[config.mk]
export PLATFORM = sky130hd
export DESIGN_NAME = lift_ctrl_nfloor_flat
export DESIGN_NICKNAME = d
export VERILOG_FILES = /design/src/rtl/lift_ctrl_nfloor_if.sv /design/src/rtl/lift_ctrl_nfloor.sv /design/src/flat_wrapper.sv
export SDC_FILE = /design/constraint.sdc
export NUM_CORES = 1
export LEC_CHECK = 0
export BUFFER_PORTS_ARGS = -buffer_cell sky130_fd_sc_hd__buf_4
export CAP_MARGIN = 30
export CELL_PAD_IN_SITES_DETAIL_PLACEMENT = 0
export CELL_PAD_IN_SITES_GLOBAL_PLACEMENT = 1
export CORE_UTILIZATION = 44
export CTS_CLUSTER_SIZE = 24
export DETAILED_ROUTE_END_ITERATION = 8
export PLACE_DENSITY_LB_ADDON = 0.1
export SLEW_MARGIN = 25
export SYNTH_ARGS = -nofsm -noshare
export SYNTH_HDL_FRONTEND = slang
export SYNTH_SLANG_ARGS = --single-unit
[constraint.sdc]
create_clock -name clk -period 3.3 [get_ports clk]
set_input_delay 0.33 -clock clk [delete_from_list [all_inputs] [get_ports clk]]
set_output_delay 0.33 -clock clk [all_outputs]
set_load 0.03 [all_outputs]
[src/rtl/lift_ctrl_nfloor_if.sv]
// Hall-call and car-status bundle for the N-floor lift controller.
// The controller side uses the slave modport; whoever issues calls and
// watches the car uses the master modport.
interface lift_ctrl_nfloor_if #(
  parameter int FLOORS  = 4,
  parameter int FLOOR_W = 2
);
  // Hall-call strobe (sampled every cycle by the controller)
  logic               call_vld;
  logic [FLOOR_W-1:0] call_floor;
  logic               call_dir;    // 0 = up, 1 = down

  // Car status
  logic [1:0]         dout;        // UP=00, DOWN=01, STAY=10
  logic [FLOOR_W-1:0] cur_floor;
  logic               door_open;
  logic [FLOORS-1:0]  up_pending;
  logic [FLOORS-1:0]  dn_pending;
  logic               busy;

  modport master (
    output call_vld, call_floor, call_dir,
    input  dout, cur_floor, door_open, up_pending, dn_pending, busy
  );

  modport slave (
    input  call_vld, call_floor, call_dir,
    output dout, cur_floor, door_open, up_pending, dn_pending, busy
  );
endinterface

[src/rtl/lift_ctrl_nfloor.sv]
// N-floor collective (SCAN) elevator controller.
// Hall calls are latched into per-floor up/down pending registers; the car
// sweeps in one direction serving calls, times each floor with a travel
// counter and holds the door with a dwell counter. The interface instance
// bound to "bus" must use the same FLOORS/FLOOR_W as this module.
module lift_ctrl_nfloor #(
  parameter int FLOORS     = 4,
  parameter int FLOOR_W    = 2,
  parameter int TRAVEL_CYC = 4,
  parameter int DOOR_CYC   = 3
) (
  input logic                clk,
  input logic                rst,
  lift_ctrl_nfloor_if.slave  bus
);

  typedef enum logic [1:0] {
    IDLE    = 2'd0,
    MOVE_UP = 2'd1,
    MOVE_DN = 2'd2,
    DOOR    = 2'd3
  } state_t;

  localparam logic [1:0] DOUT_UP   = 2'b00;
  localparam logic [1:0] DOUT_DN   = 2'b01;
  localparam logic [1:0] DOUT_STAY = 2'b10;

  // Counters are sized to hold TRAVEL_CYC-1 / DOOR_CYC-1, minimum one bit
  localparam int TCW = (TRAVEL_CYC > 1) ? $clog2(TRAVEL_CYC) : 1;
  localparam int DCW = (DOOR_CYC > 1) ? $clog2(DOOR_CYC) : 1;
  localparam logic [TCW-1:0] TRAVEL_LAST = TCW'(TRAVEL_CYC - 1);
  localparam logic [DCW-1:0] DOOR_LAST   = DCW'(DOOR_CYC - 1);
  localparam logic [FLOOR_W-1:0] TOP_FLOOR = FLOOR_W'(FLOORS - 1);
  localparam logic [FLOOR_W-1:0] BOT_FLOOR = '0;

  state_t             state_q, state_d;
  logic [FLOOR_W-1:0] cur_floor_q, cur_floor_d;
  logic               dir_up_q, dir_up_d;
  logic [FLOORS-1:0]  up_pend_q, up_pend_d;
  logic [FLOORS-1:0]  dn_pend_q, dn_pend_d;
  logic [TCW-1:0]     travel_cnt_q, travel_cnt_d;
  logic [DCW-1:0]     dwell_cnt_q, dwell_cnt_d;
  // Which call directions at the open floor are swallowed by the dwell
  logic               abs_up_q, abs_up_d;
  logic               abs_dn_q, abs_dn_d;

  // Floor-relative masks for the current floor and the floor being reached
  logic [FLOOR_W-1:0] nxt_up, nxt_dn;
  logic [FLOORS-1:0]  at_cur, above_cur, below_cur;
  logic [FLOORS-1:0]  at_nup, above_nup;
  logic [FLOORS-1:0]  at_ndn, below_ndn;
  logic [FLOORS-1:0]  set_up, set_dn;
  logic [FLOORS-1:0]  clr_up, clr_dn;
  logic [FLOORS-1:0]  pend_all;

  logic any_here, any_above, any_below;
  logic any_above_nup, any_below_ndn;
  logic stop_up, stop_dn;
  logic absorb_hit;
  logic take_dec;

  state_t dec_state;
  logic   dec_dir_up;

  assign nxt_up   = cur_floor_q + FLOOR_W'(1);
  assign nxt_dn   = cur_floor_q - FLOOR_W'(1);
  assign pend_all = up_pend_q | dn_pend_q;

  // A call at the open floor in a served direction only restarts the dwell
  assign absorb_hit = (state_q == DOOR) && bus.call_vld &&
                      (bus.call_floor == cur_floor_q) &&
                      (bus.call_dir ? abs_dn_q : abs_up_q);

  genvar gi;
  generate
    for (gi = 0; gi < FLOORS; gi++) begin : g_floor
      localparam logic [FLOOR_W-1:0] FIDX = FLOOR_W'(gi);
      // No up-call from the top floor, no down-call from the bottom floor
      localparam bit CAN_UP = (gi < FLOORS - 1);
      localparam bit CAN_DN = (gi > 0);

      logic call_here;
      assign call_here = bus.call_vld && (bus.call_floor == FIDX) && !absorb_hit;

      assign at_cur[gi]    = (FIDX == cur_floor_q);
      assign above_cur[gi] = (FIDX >  cur_floor_q);
      assign below_cur[gi] = (FIDX <  cur_floor_q);
      assign at_nup[gi]    = (FIDX == nxt_up);
      assign above_nup[gi] = (FIDX >  nxt_up);
      assign at_ndn[gi]    = (FIDX == nxt_dn);
      assign below_ndn[gi] = (FIDX <  nxt_dn);

      assign set_up[gi] = CAN_UP && call_here && !bus.call_dir;
      assign set_dn[gi] = CAN_DN && call_here &&  bus.call_dir;
    end
  endgenerate

  assign any_here      = |(pend_all & at_cur);
  assign any_above     = |(pend_all & above_cur);
  assign any_below     = |(pend_all & below_cur);
  assign any_above_nup = |(pend_all & above_nup);
  assign any_below_ndn = |(pend_all & below_ndn);

  // Stop at the reached floor for a same-direction call, for the last call
  // of the sweep, or unconditionally at the end of the shaft
  assign stop_up = (|(up_pend_q & at_nup)) ||
                   (!any_above_nup && (|(pend_all & at_nup))) ||
                   (nxt_up == TOP_FLOOR);
  assign stop_dn = (|(dn_pend_q & at_ndn)) ||
                   (!any_below_ndn && (|(pend_all & at_ndn))) ||
                   (nxt_dn == BOT_FLOOR);

  // Clears from door entry take priority over a same-cycle call
  assign up_pend_d = (up_pend_q | set_up) & ~clr_up;
  assign dn_pend_d = (dn_pend_q | set_dn) & ~clr_dn;

  // Idle-style decision shared by IDLE and door-dwell expiry
  always_comb begin
    dec_state  = IDLE;
    dec_dir_up = dir_up_q;
    if (any_here) begin
      dec_state = DOOR;
    end else if (any_above && any_below) begin
      dec_state = dir_up_q ? MOVE_UP : MOVE_DN;
    end else if (any_above) begin
      dec_state  = MOVE_UP;
      dec_dir_up = 1'b1;
    end else if (any_below) begin
      dec_state  = MOVE_DN;
      dec_dir_up = 1'b0;
    end
  end

  // Next-state logic: travel timing, arrival stop/clear, dwell handling
  always_comb begin
    state_d      = state_q;
    cur_floor_d  = cur_floor_q;
    dir_up_d     = dir_up_q;
    travel_cnt_d = travel_cnt_q;
    dwell_cnt_d  = dwell_cnt_q;
    abs_up_d     = abs_up_q;
    abs_dn_d     = abs_dn_q;
    clr_up       = '0;
    clr_dn       = '0;
    take_dec     = 1'b0;

    case (state_q)
      IDLE: begin
        take_dec = 1'b1;
      end

      MOVE_UP: begin
        if (travel_cnt_q == TRAVEL_LAST) begin
          travel_cnt_d = '0;
          cur_floor_d  = nxt_up;
          if (stop_up) begin
            state_d     = DOOR;
            dwell_cnt_d = '0;
            clr_up      = at_nup;
            abs_up_d    = 1'b1;
            abs_dn_d    = 1'b0;
            // End of the upward sweep: serve the down-call here too and turn
            if (!any_above_nup) begin
              clr_dn   = at_nup;
              abs_dn_d = 1'b1;
              dir_up_d = 1'b0;
            end
          end
        end else begin
          travel_cnt_d = travel_cnt_q + TCW'(1);
        end
      end

      MOVE_DN: begin
        if (travel_cnt_q == TRAVEL_LAST) begin
          travel_cnt_d = '0;
          cur_floor_d  = nxt_dn;
          if (stop_dn) begin
            state_d     = DOOR;
            dwell_cnt_d = '0;
            clr_dn      = at_ndn;
            abs_dn_d    = 1'b1;
            abs_up_d    = 1'b0;
            // End of the downward sweep: serve the up-call here too and turn
            if (!any_below_ndn) begin
              clr_up   = at_ndn;
              abs_up_d = 1'b1;
              dir_up_d = 1'b1;
            end
          end
        end else begin
          travel_cnt_d = travel_cnt_q + TCW'(1);
        end
      end

      DOOR: begin
        if (absorb_hit) begin
          dwell_cnt_d = '0;
        end else if (dwell_cnt_q == DOOR_LAST) begin
          take_dec = 1'b1;
        end else begin
          dwell_cnt_d = dwell_cnt_q + DCW'(1);
        end
      end

      default: begin
        state_d = IDLE;
      end
    endcase

    if (take_dec) begin
      state_d      = dec_state;
      dir_up_d     = dec_dir_up;
      travel_cnt_d = '0;
      dwell_cnt_d  = '0;
      if (dec_state == DOOR) begin
        clr_up   = at_cur;
        clr_dn   = at_cur;
        abs_up_d = 1'b1;
        abs_dn_d = 1'b1;
      end
    end
  end

  // State and datapath registers with immediate reset
  always_ff @(posedge clk or posedge rst) begin
    if (rst) begin
      state_q      <= IDLE;
      cur_floor_q  <= '0;
      dir_up_q     <= 1'b1;
      up_pend_q    <= '0;
      dn_pend_q    <= '0;
      travel_cnt_q <= '0;
      dwell_cnt_q  <= '0;
      abs_up_q     <= 1'b0;
      abs_dn_q     <= 1'b0;
    end else begin
      state_q      <= state_d;
      cur_floor_q  <= cur_floor_d;
      dir_up_q     <= dir_up_d;
      up_pend_q    <= up_pend_d;
      dn_pend_q    <= dn_pend_d;
      travel_cnt_q <= travel_cnt_d;
      dwell_cnt_q  <= dwell_cnt_d;
      abs_up_q     <= abs_up_d;
      abs_dn_q     <= abs_dn_d;
    end
  end

  // Drive direction code and door status from the current state
  always_comb begin
    bus.dout      = DOUT_STAY;
    bus.door_open = 1'b0;
    case (state_q)
      MOVE_UP: bus.dout = DOUT_UP;
      MOVE_DN: bus.dout = DOUT_DN;
      DOOR:    bus.door_open = 1'b1;
      default: bus.dout = DOUT_STAY;
    endcase
  end

  assign bus.cur_floor  = cur_floor_q;
  assign bus.up_pending = up_pend_q;
  assign bus.dn_pending = dn_pend_q;
  assign bus.busy       = (state_q != IDLE) || (|up_pend_q) || (|dn_pend_q);

endmodule

[src/flat_wrapper.sv]
// flat-port wrapper written by rule: the top's interface ports become plain ports
module lift_ctrl_nfloor_flat 
#(
  parameter int FLOORS     = 4,
  parameter int FLOOR_W    = 2,
  parameter int TRAVEL_CYC = 4,
  parameter int DOOR_CYC   = 3
)
  (clk, rst, bus_call_vld, bus_call_floor, bus_call_dir, bus_dout, bus_cur_floor, bus_door_open, bus_up_pending, bus_dn_pending, bus_busy);
  lift_ctrl_nfloor_if #(.FLOORS(FLOORS), .FLOOR_W(FLOOR_W)) bus_i ();
  input logic clk;
  input logic rst;
  input wire logic [$bits(bus_i.call_vld)-1:0] bus_call_vld;
  input wire logic [$bits(bus_i.call_floor)-1:0] bus_call_floor;
  input wire logic [$bits(bus_i.call_dir)-1:0] bus_call_dir;
  output wire logic [$bits(bus_i.dout)-1:0] bus_dout;
  output wire logic [$bits(bus_i.cur_floor)-1:0] bus_cur_floor;
  output wire logic [$bits(bus_i.door_open)-1:0] bus_door_open;
  output wire logic [$bits(bus_i.up_pending)-1:0] bus_up_pending;
  output wire logic [$bits(bus_i.dn_pending)-1:0] bus_dn_pending;
  output wire logic [$bits(bus_i.busy)-1:0] bus_busy;
  assign bus_i.call_vld = bus_call_vld;
  assign bus_i.call_floor = bus_call_floor;
  assign bus_i.call_dir = bus_call_dir;
  assign bus_dout = bus_i.dout;
  assign bus_cur_floor = bus_i.cur_floor;
  assign bus_door_open = bus_i.door_open;
  assign bus_up_pending = bus_i.up_pending;
  assign bus_dn_pending = bus_i.dn_pending;
  assign bus_busy = bus_i.busy;
  lift_ctrl_nfloor #(.FLOORS(FLOORS), .FLOOR_W(FLOOR_W), .TRAVEL_CYC(TRAVEL_CYC), .DOOR_CYC(DOOR_CYC)) u_core (.clk(clk), .rst(rst), .bus(bus_i));
endmodule
==> results of run 1 <==
## worst max-delay path: cells and delay by family (launching register included)
kind,cells,cell delay (ns)
multiplexers,1,0.34
AO/OA/AOI/OAI,3,0.85
adder cells (fa/ha/maj),1,0.37
buffers and inverters,1,0.18
flip-flops,1,0.50
AND/OR/NAND/NOR,2,0.39
## cells in the final DEF, fill, tap and decap left out, drive strengths merged, types with 2 or more instances in the layout
master / synthesis / layout
nand2: 19 / 19
o221a: 4 / 4
nor4: 3 / 3
nand4: 4 / 4
and3: 3 / 3
buf: 1 / 20
mux2i: 4 / 4
a21oi: 10 / 10
dfrtp: 18 / 18
inv: 10 / 10
ha: 16 / 16
xor2: 3 / 3
a221oi: 3 / 3
mux2: 4 / 4
nor3: 4 / 4
clkbuf: 5 / 3
a22oi: 3 / 3
a31oi: 2 / 2
o221ai: 3 / 3
nor2: 17 / 17
a311oi: 2 / 2
nor2b: 2 / 2
xnor2: 2 / 2
o21ai: 22 / 22
a21o: 2 / 2
nand2b: 3 / 3
nand3: 5 / 5
## per-layer routing
| layer | up-vias | wire length, um |
|---|---|---|
| met2 | 92 | 2085 |
| met4 | 0 | 167 |
| met5 | - | 0 |
| li1 | 758 | - |
| met1 | 782 | 2281 |
| met3 | 19 | 364 |
## worst paths after layout
| check | start | to | cells past startpoint |
|---|---|---|---|
| min reg2reg | u_core.travel_cnt_q[1] | u_core.travel_cnt_q[1] | 1 |
| max | u_core.bus.cur_floor[0] | u_core.state_q[0] | 8 |
| max reg2reg | u_core.bus.cur_floor[0] | u_core.state_q[0] | 8 |
| min | rst | u_core.travel_cnt_q[1] | 2 |
| max in group asynchronous | rst | u_core.abs_up_q | 2 |
| min in group clk | bus_call_floor[1] | u_core.bus.up_pending[0] | 4 |
## registers in the layout, summed over array words and instances, names as in the netlist
| signal | flops |
|---|---|
| u_core.abs_dn_q | 1 |
| u_core.abs_up_q | 1 |
| u_core.bus.cur_floor | 2 |
| u_core.bus.dn_pending | 4 |
| u_core.bus.up_pending | 4 |
| u_core.dir_up_q | 1 |
| u_core.dwell_cnt_q | 2 |
| u_core.state_q | 2 |
| u_core.travel_cnt_q | 2 |
## logic make-up (layout without fill, tap and decap cells)
| kind of cell | Yosys count | count (layout) | share of synthesized area |
|---|---|---|---|
| buffers and inverters | 16 | 34 | 0.04107 |
| multiplexers | 8 | 8 | 0.05171 |
| AO/OA/AOI/OAI | 62 | 62 | 0.2662 |
| AND/OR/NAND/NOR | 67 | 67 | 0.2030 |
| XOR/XNOR | 5 | 5 | 0.02662 |
| flip-flops | 19 | 19 | 0.2897 |
| adder cells (fa/ha/maj) | 16 | 16 | 0.1217 |
## layout make-up
type                            instances  area [um^2]  share of cell area
Inverter                               10        37.54             0.02008
Multi-Input combinational cell        158         1101              0.5890
Timing Repair Buffer                   20        150.1             0.08032
Clock inverter                          1        5.005            0.002677
Sequential cell                        19        476.7              0.2550
Tap cell                               46        57.56             0.03079
Clock buffer                            3        41.29             0.02209
## per-stage QoR
step	std cells	cell area (um^2)	hold slack [ns]
finish	257	1869	0.1998
CTS	257	1869	0.2359
floorplan	193	1645	0.2804
global route	257	1869	0.2868
detailed placement	253	1823	0.4951
global placement	253	1823	0.4878
==> flow_summary.toml, run 1 <==
[sta]
fmax_mhz = 366.3
post-route-period-util = 0.8272
fin_tns_setup_ns = 0
worst_slack_ns = 0.5701
period_minus_slack_ns = 2.730
rsz0062_at_grt = "false"
finalSetupViolCount = 0
final_max_slew_viol_count = 0
final_hold_viol_count = 0
finClkSkew_ns = 0.006943
worst_slew_pin_slew_ns = 0.7718
relSlewSlack = 0.4849

[global_route]
grt_max_degree = 20
gr-usage-all-layers = 0.2613
grt_antenna_before_repair = 0
grt_pass1_wl_um = 7976
grt_use_met1 = 0.3685
grt-busiest-layer = "met2"
grt.met3_usage = 0.03986
overflow = 0
grtUsageMet2 = 0.3831
grt_pass1_vias = 1568

[worst_setup_path]
worst-path-max-fanout = 9
r2r_setup_slack_ns = 0.57
cpPeakStageDelay_ns = 0.56
cp.arrival_ns = 2.89
crit_type = "reg -> reg"
critPathCaptureType = "flop"
critPathRequiredTime_ns = 3.46
start_kind = "flop"
path_cells = "inv_1, ha_1, o21ai_0, nand4_1, a21oi_1, a222oi_1, nand2b_1, mux2_1"
cp_slowest_cell = "a222oi_1"

[outcome]
outcome = "finished, final reports clean"

[min_path]
min_path_type = "in -> async"

[routing]
via_per_inst = 6.424
routedWlPerCell_um = 19.06
finalWirelength_um = 4898
dr.pass1.iters = 4
vias = 1651
drt_iter0_drc = 127
ant_nets = 0
drc_errors = 0

[synth]
syn_area_um2 = 1645
yosys-top-cells-area = "dfrtp_1 (27%), ha_1 (12%), o21ai_0 (6.4%), nand2_1 (4.3%), nor2_1 (3.9%)"
ys_top_cells_by_count = "o21ai_0 (21), nand2_1 (19), dfrtp_1 (18)"
syn_nets = 215
syn_area_per_cell_um2 = 8.525
ys_seq_elements = 19
synthCells = 193
yosysMostFrequentCell = "o21ai_0"
yosysSeqAreaShare = 0.2897
synth_top_area_share = 0.2738
synthFlopType = "dfrtp_1"
async_flop_share = 1.000
synth_edf_count = 0
ys_warn_count = 0
synth.distinct_cells = 50
synth_top_area_cell = "dfrtp_1"

[clock_network]
ctsHoldBuffers = 0
root_buffer = "clkbuf_8"
cts.sinks = 19
htree_levels = 1
cts_tree = "built"
clockBufferDepth = 2
cts_inserted_buffers = 3
cts_setup_buffers = 0
clock_latency_ns = 0.27
ctsResizeCount = 0
clk_pin_slew_ns = 0.08

[die]
ios = 20
coreArea_um2 = 3468
die_area_um2 = 3988
die_w_um = 63.15
rows = 21
initial_core_util = 0.4744
dieHeight_um = 63.15

[final_layout]
n_antenna_cell = 0
post-route-util = 0.5390
fin_nets = 234
nFillCells = 343
drive_gt1_frac = 0.1611
area_growth_syn_to_layout_pct = 13.61

[placement]
io_buffers = 19
gp_congestion = 0.9591
pre_cts_ws_ns = 0.5787
place_hpwl_um = 3744

[flow_run]
cap_violations = 0
Power of run 1 is left out: the tool's default activity adds up to more than one toggle a clock period on the data nets, which glitch-free logic cannot reach.
==> inputs of run 2 (changes only) <==
==> constraint.sdc (replaced) <==
create_clock -name clk -period 2.7 [get_ports clk]
set_input_delay 0.27 -clock clk [delete_from_list [all_inputs] [get_ports clk]]
set_output_delay 0.27 -clock clk [all_outputs]
set_load 0.03 [all_outputs]
==> run 2 against run 1 <==
  * Sequential cell count unchanged
  * Clock skew down 0.0041 ns
  * Utilization up 1.8 points
  * Wire length down 0.88%
==> flow_summary.toml, run 2 (synthesis gave the netlist of run 1 again) <==
[outcome]
outcome = "finished, final reports clean"

[final_layout]
n_antenna_cell = 0
fin_area_um2 = 1931
most-common-layout-cells = "buf_4 (28), o21ai_0 (21), nand2_1 (19), nor2_1 (17), dfrtp_1 (17)"
final_common_cell = "buf_4"
drive_gt1_frac = 0.1963
fin_nets = 242
area_growth_syn_to_layout_pct = 17.34

[clock_network]
root_buffer = "clkbuf_8"
cts_inserted_buffers = 3
clockBufferDepth = 2
ctsHoldBuffers = 0
clock_latency_ns = 0.25
clk_pin_slew_ns = 0.07
cts.sinks = 19
htree_levels = 1
cts_tree = "built"

[routing]
drt_iter0_drc = 159
drc_errors = 0
dr.pass1.iters = 5
routedWlPerCell_um = 18.32
finalWirelength_um = 4855
ant_nets = 0
vias = 1660
via_per_inst = 6.264

[die]
dieHeight_um = 63.15
ios = 20
rows = 21
coreArea_um2 = 3468
die_w_um = 63.15
initial_core_util = 0.4744
die_area_um2 = 3988

[placement]
gp_congestion = 0.9650
place_hpwl_um = 3760
io_buffers = 19
placed_area_um2 = 1876

[sta]
finClkSkew_ns = 0.002803
final_hold_viol_count = 0
relSlewSlack = 0.4987
post-route-period-util = 0.9517
period_minus_slack_ns = 2.570
final_max_slew_viol_count = 0
worst_slew_pin_slew_ns = 0.7511
fin_tns_setup_ns = 0
finalSetupViolCount = 0
rsz0062_at_grt = "false"
fmax_mhz = 389.2

[worst_setup_path]
worst-path-max-fanout = 10
critPathRequiredTime_ns = 2.84
start_kind = "flop"
crit_type = "reg -> reg"
critPathCaptureType = "flop"
cp.arrival_ns = 2.71

[flow_run]
cap_violations = 0

[global_route]
gr-usage-all-layers = 0.2576
grt_pass1_wl_um = 7797
grt_antenna_before_repair = 0
overflow = 0
grt_pass1_vias = 1571
grt_max_degree = 20

[min_path]
min_path_type = "in -> async"
==> run 2: changes by cell type in the layout (fill, tap and decap cells not counted) <==
cell / previous run / this run
buf_4: 20 / 28
dfrtp_1: 18 / 17
dfrtp_2: 0 / 1
==> run 2: worst max-delay path: stages (launching register included) <==
cell	delay [ns]
dfrtp_2	0.48
inv_1	0.14
ha_1	0.35
o21ai_0	0.21
nand4_1	0.17
a21oi_1	0.09
a222oi_1	0.40
buf_4	0.19
nand2b_1	0.08
mux2_1	0.32
==> run 2: cell type report <==
class | instances | area (um^2)
clock buffers | 3 | 41.29
well taps | 46 | 57.56
fillers | 343 | 1538
flip-flops and latches | 19 | 478.0
inverters | 10 | 37.54
multi-input cells | 158 | 1101
repair buffers | 28 | 210.2
clock inverters | 1 | 5.005
==> run 2: final timing paths <==
kind                                         startpoint                       end  slack [ns]  cells past startpoint
worst min register to register   u_core.travel_cnt_q[1]    u_core.travel_cnt_q[1]        0.51                      1
max in group asynchronous                           rst   u_core.bus.cur_floor[1]        2.03                      2
min in group clk                      bus_call_floor[0]  u_core.bus.dn_pending[3]        0.39                      3
worst max-delay path            u_core.bus.cur_floor[1]         u_core.state_q[0]        0.13                      9
worst min-delay path                                rst     u_core.dwell_cnt_q[0]        0.15                      2
worst max register to register  u_core.bus.cur_floor[1]         u_core.state_q[0]        0.13                      9
==> run 2: what timing repair did <==
| action | in CTS | in global routing |
|---|---|---|
| resized for setup | 0 | 1 |
| hold endpoints to repair | 0 | 0 |
| endpoints found under the setup margin | 0 | 4 |
| setup buffers | 0 | 1 |
==> run 2: layer usage <==
| layer | vias to the layer above | GRT usage | part of all wire |
|---|---|---|---|
| met5 | - | 0 | 0 |
| met4 | 0 | 0.09012 | 0.016 |
| met3 | 10 | 0.05797 | 0.11 |
| met2 | 96 | 0.3884 | 0.44 |
| met1 | 777 | 0.3582 | 0.44 |
| li1 | 777 | - | - |
==> run 2: stage by stage <==
step	std cells	utilization	hold WS, ns	setup WS (ns)
global route	265	0.5566	0.2067	0.01041
CTS	264	0.5541	0.1702	0.007342
detailed placement	260	0.5408	0.4426	0.02086
global placement	260	0.5408	0.4247	0.1450
floorplan	193	-	0.2204	0.1821
finish	265	0.5566	0.1474	0.1305
Power of run 2 is left out for the same reason.
==> inputs of run 3 (changes only) <==
--- a/config.mk
+++ b/config.mk
@@ -9,10 +9,12 @@
 export CAP_MARGIN = 30
 export CELL_PAD_IN_SITES_DETAIL_PLACEMENT = 0
 export CELL_PAD_IN_SITES_GLOBAL_PLACEMENT = 1
-export CORE_UTILIZATION = 44
+export CORE_UTILIZATION = 38
 export CTS_CLUSTER_SIZE = 24
 export DETAILED_ROUTE_END_ITERATION = 8
 export PLACE_DENSITY_LB_ADDON = 0.1
+export SKIP_CTS_REPAIR_TIMING = 1
+export SKIP_LAST_GASP = 1
 export SLEW_MARGIN = 25
 export SYNTH_ARGS = -nofsm -noshare
 export SYNTH_HDL_FRONTEND = slang
==> run 3 against run 2 <==
  * Utilization fell by 8.6 points
  * Count of clock-buffer cells in the layout rose by 1
  * First-iteration DRC count fell by 42%
  * Register-to-register slack improved by 0.04 ns
  * Cell area fell by 0.45%
  * Fmax rose by 1.6%
  * Sequential share of layout area rose by 0.11 points
  * Critical path depth fell by 1
  * Hold slack improved by 0.0034 ns
  * Critical endpoint unchanged
==> flow_summary.toml, run 3 (synthesis gave the netlist of run 1 again) <==
[routing]
drt_iter0_drc = 93
finalWirelength_um = 5028
vias = 1668
via_per_inst = 6.247
ant_nets = 0
routedWlPerCell_um = 18.83
drc_errors = 0
dr.pass1.iters = 5

[clock_network]
clk_pin_slew_ns = 0.07
cts_inserted_buffers = 3
clock_latency_ns = 0.25
cts_tree = "built"
clockBufferDepth = 2
cts.sinks = 19
root_buffer = "clkbuf_8"
htree_levels = 1

[final_layout]
area_growth_syn_to_layout_pct = 16.81
nFillCells = 392
n_antenna_cell = 0
most-common-layout-cells = "buf_4 (26), o21ai_0 (21), nand2_1 (19), nor2_1 (17), dfrtp_1 (17)"
final_common_cell = "buf_4"
fin_area_um2 = 1922
multi_input_area_um2 = 1104
drive_gt1_frac = 0.1889
seq_area_um2 = 478.0
fin_nets = 240

[die]
dieHeight_um = 67.80
rows = 23
ios = 20
die_area_um2 = 4597
coreArea_um2 = 4086
die_w_um = 67.80
initial_core_util = 0.4026

[placement]
io_buffers = 19
pre_cts_ws_ns = 0.1045
placed_area_um2 = 1873
gp_congestion = 0.9920
place_hpwl_um = 3804

[global_route]
grt_antenna_before_repair = 0
overflow = 0
grt_pass1_vias = 1600
grt_max_degree = 20
gr-usage-all-layers = 0.2352
grt_pass1_wl_um = 7935

[worst_setup_path]
r2r-end = "u_core.state_q[0]"
worst-path-stages = 8
cpPeakStageDelay_ns = 0.51
crit_end = "u_core.state_q[0]"
r2r_cells = 8
rr_startpoint = "u_core.bus.cur_floor[1]"
path_delay_family = "compound AO/OA/AOI/OAI gates"
worst-path-max-fanout = 10
path_cells = "inv_1, ha_2, o21ai_0, nand4_1, a21oi_1, a222oi_1, nand2b_1, mux2_1"
r2r_setup_slack_ns = 0.17
cp_slowest_cell = "a222oi_1"
crit_path_start = "u_core.bus.cur_floor[1]"
start_kind = "flop"
critPathCaptureType = "flop"
cp.arrival_ns = 2.67
critPathRequiredTime_ns = 2.84
path_buf_inv = 1
crit_type = "reg -> reg"

[sta]
fmax_mhz = 395.4
finClkSkew_ns = 0.001634
finalSetupViolCount = 0
fin_tns_setup_ns = 0
worst_slack_ns = 0.1711
final_hold_viol_count = 0
relSlewSlack = 0.4883
post-route-period-util = 0.9366
period_minus_slack_ns = 2.529
rsz0062_at_grt = "false"
final_max_slew_viol_count = 0
worst_slew_pin_slew_ns = 0.7667

[min_path]
min_path_type = "in -> async"

[outcome]
outcome = "finished, final reports clean"

[flow_run]
cap_violations = 0
run 3: cell count changes in the layout (fill, tap and decap cells not counted), sizes merged:
cell    previous run  this run
clkinv             1         0
clkbuf             3         4
buf               28        26
run 3: per-stage QoR:
step	hold WS (ns)	std cells	utilization
detailed placement	0.4759	263	0.4584
floorplan	0.2204	193	-
global placement	0.4391	263	0.4584
global route	0.2226	267	0.4703
finish	0.1509	267	0.4703
CTS	0.1909	267	0.4694
run 3: worst reg2reg max path: cells and delay by family, from the launching register on:
family          cells  cell delay, ns
mux                 1            0.35
simple gates        2            0.34
flops               1            0.48
fa+ha+maj           1            0.30
buf+inv             1            0.15
compound gates      3            0.78
run 3: worst min-delay path by stage:
stage,startpoint,to,slack [ns],cells past startpoint
2_1_floorplan,rst,u_core.abs_dn_q,0.22,1
3_3_place_gp,rst,u_core.travel_cnt_q[1],0.44,2
3_5_place_dp,rst,u_core.travel_cnt_q[0],0.48,2
4_1_cts,rst,u_core.travel_cnt_q[0],0.19,2
5_1_grt,rst,u_core.travel_cnt_q[0],0.22,2
6_report,rst,u_core.travel_cnt_q[0],0.15,2
run 3: per-layer routing:
layer	wire length, um	global-route usage	share of wire	vias to the layer above
met5	0	0	0	-
met3	407	0.06081	0.081	25
met2	2235	0.3626	0.44	95
met4	200	0.1016	0.040	0
li1	-	-	-	769
met1	2185	0.3071	0.43	779
run 3: area by class of cell:
cell class                 instances  area share
timing repair buffer              26      0.1016
multi-input combinational        158      0.5742
tap                               50     0.03255
sequential                        19      0.2487
inverter                          10     0.01953
clock buffer                       4     0.02344
Power of run 3 is left out for the same reason.
